===== config.mk =====
export PLATFORM = sky130hd
export DESIGN_NAME = e203_subsys_rstseq
export DESIGN_NICKNAME = d
export VERILOG_FILES = /design/src/rtl/e203_subsys_rstseq.sv
export SDC_FILE = /design/constraint.sdc
export NUM_CORES = 1
export LEC_CHECK = 0
export BUFFER_PORTS_ARGS = -buffer_cell sky130_fd_sc_hd__buf_4
export CORE_UTILIZATION = 62
export DETAILED_ROUTE_END_ITERATION = 8
export PLACE_DENSITY_LB_ADDON = 0.12
export SYNTH_ARGS = -nofsm -noshare
export SYNTH_HDL_FRONTEND = slang
export SYNTH_SLANG_ARGS = --single-unit

===== constraint.sdc =====
create_clock -name clk -period 6.1 [get_ports clk]
set_input_delay 1.22 -clock clk [delete_from_list [all_inputs] [get_ports clk]]
set_output_delay 1.22 -clock clk [all_outputs]
set_load 0.02 [all_outputs]

===== src/rtl/e203_subsys_rstseq.sv =====
// Reset sequencer: holds all domain resets, then releases them in stages.
// Ports: clk, rst_a, test_mode, sw_rst_req/ack, wdg_rst_req, dom_rst_n, busy, rst_done, rst_cause.
module e203_subsys_rstseq #(
  parameter int HOLD_CYCLES = 16,
  parameter int STAGE_GAP   = 4,
  parameter int NUM_DOM     = 3
) (
  input  logic               clk,
  input  logic               rst_a,
  input  logic               test_mode,
  input  logic               sw_rst_req,
  input  logic               wdg_rst_req,
  output logic               sw_rst_ack,
  output logic [NUM_DOM-1:0] dom_rst_n,
  output logic               busy,
  output logic               rst_done,
  output logic [1:0]         rst_cause
);

  localparam int IW = (NUM_DOM > 1) ? $clog2(NUM_DOM) : 1;
  localparam logic [7:0] HOLD_LAST = 8'(HOLD_CYCLES - 1);
  localparam logic [7:0] GAP_LAST  = 8'(STAGE_GAP - 1);
  localparam logic [IW-1:0] DOM_LAST = IW'(NUM_DOM - 1);

  typedef enum logic [1:0] {
    IDLE,
    ASSERT,
    RELEASE,
    DONE
  } state_t;

  state_t             st_q, st_d;
  logic [7:0]         cnt_q, cnt_d;
  logic [IW-1:0]      idx_q, idx_d;
  logic [NUM_DOM-1:0] dom_q, dom_d;
  logic               sw_seen_q;
  logic               sw_seq_q;
  logic               ack_q;
  logic               done_q;
  logic               busy_q;
  logic [1:0]         cause_q;
  logic               rst_int;
  logic               sw_acc;
  logic               wdg_acc;
  logic               any_acc;
  logic [7:0]         cnt_inc;

  // Scan mode must keep the sequencer frozen even while rst_a toggles.
  assign rst_int = rst_a & ~test_mode;

  // sw_seen_q makes one level-held request count exactly once.
  assign sw_acc  = sw_rst_req & ~ack_q & ~sw_seen_q & ~test_mode;
  assign wdg_acc = wdg_rst_req & ~test_mode;
  assign any_acc = sw_acc | wdg_acc;
  assign cnt_inc = (cnt_q == 8'hFF) ? cnt_q : cnt_q + 8'd1;

  always_comb begin
    st_d  = st_q;
    cnt_d = cnt_q;
    idx_d = idx_q;
    dom_d = dom_q;
    if (!test_mode) begin
      unique case (st_q)
        IDLE: begin
          if (any_acc) begin
            st_d  = ASSERT;
            cnt_d = '0;
            dom_d = '0;
          end
        end
        ASSERT: begin
          if (any_acc) begin
            cnt_d = '0;
          end else if (cnt_q == HOLD_LAST) begin
            dom_d[0] = 1'b1;
            cnt_d    = '0;
            idx_d    = IW'(1);
            st_d     = (NUM_DOM == 1) ? DONE : RELEASE;
          end else begin
            cnt_d = cnt_inc;
          end
        end
        RELEASE: begin
          if (any_acc) begin
            st_d  = ASSERT;
            cnt_d = '0;
            dom_d = '0;
          end else if (cnt_q == GAP_LAST) begin
            dom_d[idx_q] = 1'b1;
            cnt_d        = '0;
            if (idx_q == DOM_LAST) begin
              st_d = DONE;
            end else begin
              idx_d = idx_q + IW'(1);
            end
          end else begin
            cnt_d = cnt_inc;
          end
        end
        DONE: begin
          if (any_acc) begin
            st_d  = ASSERT;
            cnt_d = '0;
            dom_d = '0;
          end else begin
            st_d = IDLE;
          end
        end
        default: st_d = IDLE;
      endcase
    end
  end

  always_ff @(posedge clk or posedge rst_int) begin
    if (rst_int) begin
      st_q      <= ASSERT;
      cnt_q     <= '0;
      idx_q     <= '0;
      dom_q     <= '0;
      sw_seen_q <= 1'b0;
      sw_seq_q  <= 1'b0;
      ack_q     <= 1'b0;
      done_q    <= 1'b0;
      busy_q    <= 1'b1;
      cause_q   <= '0;
    end else if (!test_mode) begin
      st_q   <= st_d;
      cnt_q  <= cnt_d;
      idx_q  <= idx_d;
      dom_q  <= dom_d;
      done_q <= (st_d == DONE);
      busy_q <= (st_d != IDLE);
      if (sw_acc) begin
        sw_seen_q <= 1'b1;
      end else if (!sw_rst_req) begin
        sw_seen_q <= 1'b0;
      end
      // A fresh sequence from IDLE starts a new cause record.
      if (any_acc && st_q == IDLE) begin
        sw_seq_q <= sw_acc;
        cause_q  <= {wdg_acc, sw_acc};
      end else begin
        sw_seq_q <= sw_seq_q | sw_acc;
        cause_q  <= cause_q | {wdg_acc, sw_acc};
      end
      if (st_d == DONE && st_q != DONE && sw_seq_q) begin
        ack_q <= 1'b1;
      end else if (!sw_rst_req) begin
        ack_q <= 1'b0;
      end
    end
  end

  assign dom_rst_n  = test_mode ? {NUM_DOM{~rst_a}} : dom_q;
  assign sw_rst_ack = ack_q;
  assign busy       = busy_q;
  assign rst_done   = done_q;
  assign rst_cause  = cause_q;

endmodule


# == Yosys cells after proc, flatten, opt, wreduce, memory -nomap -nowiden ==
# Cells that the tools add are included.
# classes
add_sub_neg,2
order_cmp,2
eq_ne,18
mux,37
n_bitwise,13
reduce_logical,15
# op_table
op,count
8-bit 2-to-1 mux,6
2-bit 2-to-1 mux,13
8-bit case mux with 3 select lines,1
3-bit 2-to-1 mux,4
"2-bit inequality test, second input constant",6
"8-bit by 1-bit adder with 8-bit output, second input constant",1
"2-bit equality test, second input constant",4
"8-bit by 2-bit equality test with 1-bit output, second input constant",1
"8-bit by 4-bit equality test with 1-bit output, second input constant",1
"8-bit equality test, second input constant",1
1-bit 2-to-1 mux,8
2-bit case mux with 2 select lines,2
2-bit case mux with 4 select lines,1
7-bit AND reduction,1
"2-bit by 1-bit inequality test with 1-bit output, second input constant",3
2-bit AND reduction,3
2-bit nonzero test,3
1-bit bitwise AND,5
5-bit AND reduction,1
1-bit logical AND,4
1-bit NOT,4
4-bit AND reduction,1
"2-bit by 3-bit less-than comparator with 1-bit output, second input constant",1
"3-bit inequality test, second input constant",1
10 further kinds,11
# totals
ff_bits,22
inputBits,5
out_inout_bits,8
wordCells,98

# == Depth between registers and ports, before layout ==
# Gate-level depths: netlist of run 1.
# depth
word_depth,13
depth_mapped,8
mapped_depth_nobuf,7

# == Least setup slack after synthesis of run 1 ==
# OpenSTA, ideal clock, no wires.
# synth_timing
path_type,input to output
from,input test_mode
to,output dom_rst_n[0]
t_arrival_ns,2.400
t_required_ns,4.880
path_slack_ns,2.480
cell_stages,5
path_buffers,3
cell_sequence,clkbuf_1 -> clkbuf_1 -> buf_1 -> nor2_1 -> a21oi_1
# synth_between
elab_chain_len,1
# synth_lines
element,line,text
from (decl),10,"input logic test_mode,"
3-bit 2-to-1 mux,154,assign dom_rst_n = test_mode ? {NUM_DOM{~rst_a}} : dom_q;
to (decl),14,"output logic [NUM_DOM-1:0] dom_rst_n,"
# Every way passes these cells.

# == Worst setup path in the final report of run 1 ==
# layout_timing
from,input test_mode
to,output dom_rst_n[2]
# The elaborated chain is that of the path after synthesis.

==> results of run 1 <==
-- cell families after synthesis --
| group | Yosys count |
|---|---|
| XOR/XNOR | 5 |
| buffers and inverters | 18 |
| adder cells (fa/ha/maj) | 8 |
| flip-flops | 22 |
| AO/OA/AOI/OAI | 43 |
| AND/OR/NAND/NOR | 62 |
-- per-stage QoR --
stage	cell area (µm²)	power (mW)	util, %	cells
2_1_floorplan	1400	0.378	-	158
3_3_place_gp	1490	0.425	72.7	189
3_5_place_dp	1490	0.433	72.7	189
4_1_cts	1520	0.514	74.5	193
5_1_grt	1520	0.554	74.5	193
6_report	1520	0.514	74.5	193
-- cells in the final DEF, fill, tap and decap left out, types with 2 or more instances in the layout --
cell type	netlist	layout
dfrtp_1	20	20
nor2_1	17	17
nand2_1	13	13
buf_4	0	12
inv_1	10	10
a21oi_1	10	10
nand3_1	8	8
ha_1	8	8
o21ai_0	7	7
a31oi_1	5	5
xor2_1	5	5
nor3_1	3	3
a21o_1	3	3
and3_1	3	3
nand2b_1	3	3
clkbuf_4	0	3
a21boi_1	2	2
and2_1	2	2
nand4_1	2	2
a311oi_1	2	2
nand3b_1	2	2
a32oi_1	2	2
dfstp_2	2	2
-- registers in the layout, indices dropped and copies added, names as in the netlist --
register,flops
cnt_q,8
idx_q,2
sw_rst_ack,1
rst_cause,2
sw_seen_q,1
busy,1
rst_done,1
dom_q,3
sw_seq_q,1
st_q,2
-- metal layers --
| metal | vias up | track usage (%) | routed length, µm |
|---|---|---|---|
| met3 | 9 | 4.05 | 132 |
| met1 | 559 | 35.1 | 1300 |
| li1 | 589 | - | - |
| met2 | 37 | 44.3 | 1370 |
| met4 | 0 | 7.62 | 40 |
| met5 | - | 0 | 0 |
-- worst max path at each step --
stage | end | slack, ns
2_1_floorplan | dom_rst_n[0] | 2.48
3_3_place_gp | dom_q[0] | 3.01
3_5_place_dp | dom_q[0] | 2.89
4_1_cts | dom_rst_n[2] | 3.08
5_1_grt | dom_rst_n[2] | 3.00
6_report | dom_rst_n[2] | 3.07
-- power groups by stage --
stage	Sequential, mW	Combinational (mW)	Clock (mW)
global placement	0.217	0.208	0
CTS	0.216	0.216	0.0818
finish	0.217	0.216	0.0810
detailed placement	0.219	0.214	0
floorplan	0.216	0.162	0
global route	0.221	0.247	0.0870
-- cell type report --
type / instances / area, µm²
Clock buffer: 4 / 36.3
Fill cell: 166 / 520
Inverter: 10 / 37.5
Multi-Input combinational cell: 118 / 771
Sequential cell: 22 / 553
Tap cell: 27 / 33.8
Timing Repair Buffer: 12 / 90.1
-- worst register-to-register path, delay by kind of cell, from the launching register on --
kind	cells	cell delay, ns
adders and majority gates	1	0.32
AOI/OAI and AO/OA	3	1.33
DFF	1	0.60
and+or+nand+nor	1	0.11
buffers and inverters	2	0.15
==> flow_summary.json, run 1 <==
{
  "status": "finished, final reports clean",
  "p_clk_share_pct": 15.8,
  "p_comb_share_pct": 42.1,
  "antenna_found_initial": 0,
  "tritoncts": "yes",
  "hold_depth": 2,
  "routabilityCongestion": 0.860,
  "p_sw_share_pct": 40.4,
  "cts.path.max_buffers": 2,
  "insertedDiodeCount": 0,
  "synth_area_leaders": "dfrtp_1 (36%), ha_1 (7.2%), nor2_1 (4.6%), dfstp_2 (3.8%), a21oi_1 (3.6%)",
  "relSlewSlack_pct": 31.4,
  "power_density_nw_per_um2": 338,
  "io_buffers": 12,
  "post-place-ws_ns": 2.89,
  "clock_sinks": 22,
  "synthesis.nets": 171,
  "row_count": 16,
  "cp_cell_sequence": "buf_4, nor2_1, a21oi_1, buf_4",
  "grt_pass1_vias": 1150,
  "hp-start": "rst_done",
  "switching_power_mw": 0.208,
  "ys_seq_area_share_pct": 39.6,
  "ys_async_sr_fraction_pct": 100,
  "synth-seq-cells": 22,
  "setup_slack_ns": 3.07,
  "hold_violations": 0,
  "tns_ns": 0,
  "timing.final.crit_share_pct": 49.7,
  "r2r_setup_slack_ns": 3.52,
  "required_ns": 4.88,
  "seq_power_share_pct": 42.2,
  "synth_area_per_cell_um2": 8.83,
  "cp_max_fo": 25,
  "cp_num_buf_inv": 2,
  "vias_per_cell": 6.19,
  "hold_ws_ns": 0.498,
  "drc": 0,
  "arrival_ns": 1.81,
  "dpl.hpwl_um": 2070,
  "routed_wirelength_um": 2840,
  "r2r-end": "dom_q[0]",
  "final-setup-viol-count": 0,
  "clock-root-buffer": "clkbuf_4",
  "grt_use_total_pct": 26.3,
  "netlist_area_um2": 1400,
  "postCtsHoldBufs": 0,
  "cpLargestDelayFamily": "buffers and inverters",
  "internal-power_mw": 0.306,
  "num_vias": 1194,
  "grt_remaining_overflow": 0,
  "synthXorXnorAreaFrac_pct": 3.14,
  "synth_top_family_by_area": "simple AND/OR/NAND/NOR gates",
  "r2r-start": "st_q[0]",
  "drtIter0Drc": 32,
  "yosys.area.top_type": "dfrtp_1",
  "synth_compound_area_share_pct": 21.4,
  "crit_path_end_kind": "output port",
  "cap_violations": 0,
  "yosysWarnings": 0,
  "dieArea_um2": 2440,
  "synth-edff-count": 0,
  "synth-simple-area-share_pct": 23.5,
  "max_stage_delay_ns": 0.22,
  "yosysTopAreaCellShare_pct": 35.9,
  "critPathLaunchType": "primary input",
  "cts_resized": 0,
  "io_pins": 13,
  "wl_per_cell_um": 14.7,
  "grt_pass1_wl_um": 5020,
  "drt_first_pass_iters": 4,
  "path_depth": 4,
  "cp-startpoint": "test_mode",
  "syn2layout_area_growth_pct": 9.06,
  "synthMuxAreaShare_pct": 0,
  "post-cts-setup-buffers": 0,
  "nets": 180,
  "synthMostInstantiatedCell": "dfrtp_1",
  "min_period_ns": 3.03,
  "worstSetupPathType": "in -> out",
  "skew_ns": 0.0121,
  "drtAntennaViolNets": 0,
  "slowest_stage": "buf_4",
  "vdd_drop_max_uv": 291,
  "clk_latency_ns": 0.30,
  "p_leak_nw": 0.707,
  "clkTransAtPathRegs_ns": 0.12,
  "coreArea_um2": 2040,
  "rsz0062_at_grt": "no",
  "cp_common_cell": "buf_4",
  "fmax_ghz": 0.330,
  "grt_max_degree": 26,
  "die_h_um": 49.4,
  "slew_viol_final": 0,
  "cts_made_buffers": 3,
  "initial_utilization_pct": 68.3,
  "worst_pin_slew_ns": 1.03,
  "r2r_cells": 7,
  "synth_commonest_cells": "dfrtp_1 (20), nor2_1 (17), nand2_1 (13)",
  "hp-class": "reg -> reg",
  "syn_inst": 158,
  "hold_end": "rst_done",
  "ctsHtreeMaxLevel": 1,
  "layout-drive-gt1-share_pct": 14.5,
  "die_width_um": 49.4,
  "synth_fa_ha_area_share_pct": 7.17,
  "synth_ff_type": "dfrtp_1",
  "post_synth_num_cell_types": 45
}
(Power assumes the default switching activity.)
==> inputs of run 2 (changes only) <==
--- a/config.mk
+++ b/config.mk
@@ -5,8 +5,9 @@
 export SDC_FILE = /design/constraint.sdc
 export NUM_CORES = 1
 export LEC_CHECK = 0
+export ABC_AREA = 1
 export BUFFER_PORTS_ARGS = -buffer_cell sky130_fd_sc_hd__buf_4
-export CORE_UTILIZATION = 62
+export CORE_UTILIZATION = 58
 export DETAILED_ROUTE_END_ITERATION = 8
 export PLACE_DENSITY_LB_ADDON = 0.12
 export SYNTH_ARGS = -nofsm -noshare
==> constraint.sdc (replaced) <==
create_clock -name clk -period 2.82 [get_ports clk]
set_input_delay 0.564 -clock clk [delete_from_list [all_inputs] [get_ports clk]]
set_output_delay 0.564 -clock clk [all_outputs]
set_load 0.02 [all_outputs]
==> run 2 against run 1 <==
Against the previous run:
- sequential share of layout area decreased by 1.2 points
- area after synthesis up 0.99%
- synthesized cell count increased by 19%
- largest power group is now combinational logic
- clock-buffer cell count fell by 1
==> flow_summary.json, run 2 <==
{
  "status": "finished, final reports clean",
  "drtAntennaViolNets": 0,
  "slew_viol_final": 0,
  "seq_power_share_pct": 35.5,
  "cp_max_fo": 12,
  "power_density_nw_per_um2": 931,
  "antenna_found_initial": 0,
  "fmax_ghz": 0.505,
  "top_register": "cnt_q",
  "cp_cell_sequence": "buf_4, inv_2, or2_2, o21ai_0, buf_4",
  "cts_made_buffers": 3,
  "drtIter0Drc": 43,
  "vias_per_cell": 5.50,
  "dp_cells": 226,
  "drt_first_pass_iters": 4,
  "tritoncts": "yes",
  "grt_pass1_wl_um": 5200,
  "dpl.hpwl_um": 2260,
  "final_core_util_pct": 69.7,
  "hp-class": "in -> async",
  "skew_ns": 0.00313,
  "grt_use_total_pct": 27.0,
  "worst_pin_slew_ns": 0.936,
  "synth-edff-count": 0,
  "synth_commonest_cells": "nand2_1 (49), inv_1 (23), dfrtp_1 (20)",
  "hold_ws_ns": 0.456,
  "coreArea_um2": 2250,
  "setup_slack_ns": 0.838,
  "total_power_mw": 1.46,
  "drc": 0,
  "nets": 216,
  "grt_max_degree": 23,
  "largest_reg_flops": 8,
  "p_leak_nw": 0.781,
  "synth_area_per_cell_um2": 7.49,
  "required_ns": 2.26,
  "hold_violations": 0,
  "arrival_ns": 1.42,
  "insertedDiodeCount": 0,
  "die_h_um": 51.3,
  "layout-drive-gt1-share_pct": 16.8,
  "clock-root-buffer": "clkbuf_4",
  "dieArea_um2": 2630,
  "p_comb_share_pct": 47.4,
  "synth_area_leaders": "dfrtp_1 (36%), nand2_1 (13%), ha_1 (7.1%), o21ai_0 (6.4%), inv_1 (6.1%)",
  "final_common_cell": "nand2_1",
  "die_width_um": 51.3,
  "max_stage_delay_ns": 0.30,
  "synth-seq-cells": 22,
  "slowest_stage": "or2_2",
  "clock_sinks": 22,
  "cap_violations": 0,
  "postCtsHoldBufs": 0,
  "grt_pass1_vias": 1213,
  "yosysWarnings": 0,
  "post-place-ws_ns": 0.804,
  "yosysTopAreaCellShare_pct": 35.5,
  "timing.final.crit_share_pct": 70.3,
  "wl_per_cell_um": 13.3,
  "post-cts-setup-buffers": 0,
  "ctsHtreeMaxLevel": 1,
  "syn2layout_area_growth_pct": 11.5,
  "final-setup-viol-count": 0,
  "clk_latency_ns": 0.32,
  "reg_top3": "cnt_q x8, dom_q x3",
  "final_cells": 230,
  "min_period_ns": 1.98,
  "internal-power_mw": 0.820,
  "cp_common_cell": "buf_4",
  "fin_area_um2": 1570,
  "io_pins": 13,
  "post_synth_num_cell_types": 24,
  "netlist_area_um2": 1410,
  "critPathLaunchType": "primary input",
  "crit_path_end_kind": "output port",
  "ys_seq_area_share_pct": 39.3,
  "rsz0062_at_grt": "no",
  "cts.path.max_buffers": 2,
  "ys_async_sr_fraction_pct": 100,
  "layout_common_cells": "nand2_1 (49), inv_1 (23), dfrtp_1 (20)",
  "initial_utilization_pct": 62.5,
  "syn_inst": 188,
  "grt_remaining_overflow": 0,
  "synth_ff_type": "dfrtp_1",
  "routabilityCongestion": 0.785,
  "synthesis.nets": 201,
  "synthMostInstantiatedCell": "nand2_1",
  "switching_power_mw": 0.644,
  "p_sw_share_pct": 44.0,
  "yosys.area.top_type": "dfrtp_1",
  "worstSetupPathType": "in -> out",
  "num_vias": 1264,
  "placedInstanceArea_um2": 1520,
  "relSlewSlack_pct": 37.4,
  "p_clk_share_pct": 17.1,
  "clkTransAtPathRegs_ns": 0.13,
  "row_count": 17,
  "cts_resized": 0,
  "tns_ns": 0,
  "routed_wirelength_um": 3050,
  "vdd_drop_max_uv": 617,
  "io_buffers": 12
}
[run 2: worst paths after layout]
kind / start / to / slack (ns) / depth (start not counted)
max in group asynchronous: test_mode / cnt_q[6] / 1.63 / 3
worst min register to register: rst_done / rst_done / 0.50 / 2
worst max register to register: st_q[0] / dom_q[2] / 0.91 / 9
min in group clk: sw_rst_req / sw_seen_q / 0.48 / 3
worst min-delay path: rst_a / idx_q[0] / 0.46 / 2
worst max-delay path: test_mode / dom_rst_n[1] / 0.84 / 5
[run 2: power by group through the flow]
stage	registers, mW	logic (mW)	clock network (mW)
detailed placement	0.525	0.683	0
global route	0.532	0.787	0.263
floorplan	0.545	0.480	0
finish	0.520	0.693	0.250
CTS	0.518	0.687	0.253
global placement	0.516	0.661	0
[run 2: kinds of logic (layout without fill, tap and decap cells)]
kind of cell             count (synthesis)  count (layout)  share of synthesized area, %
adder cells (fa/ha/maj)                  8               8                          7.11
AND/OR/NAND/NOR                         90              90                          29.1
flip-flops                              22              22                          39.3
XOR/XNOR                                 4               4                          2.49
AO/OA/AOI/OAI                           37              37                          14.3
buffers and inverters                   27              41                          7.73
[run 2: final cells by class]
cell class	instances	area [µm²]
clock buffer	3	22.5
clock inverter	1	30.0
fill	193	683
inverter	25	93.8
multi-input combinational	139	747
sequential	22	553
tap	28	35.0
timing repair buffer	12	90.1
[run 2: critical path, delay by kind of cell]
kind                   cells  cell delay, ns
AO/OA/AOI/OAI              1            0.11
AND/OR/NAND/NOR            1            0.30
buffers and inverters      3            0.44
[run 2: layer usage]
metal | part of all wire (%) | global-route usage [%] | wire length [µm] | vias to the layer above
met5 | 0 | 0 | 0 | -
met1 | 46 | 34.7 | 1410 | 587
li1 | - | - | - | 632
met3 | 4.3 | 4.17 | 132 | 7
met4 | 2.1 | 14.4 | 65 | 0
met2 | 47 | 43.6 | 1440 | 38
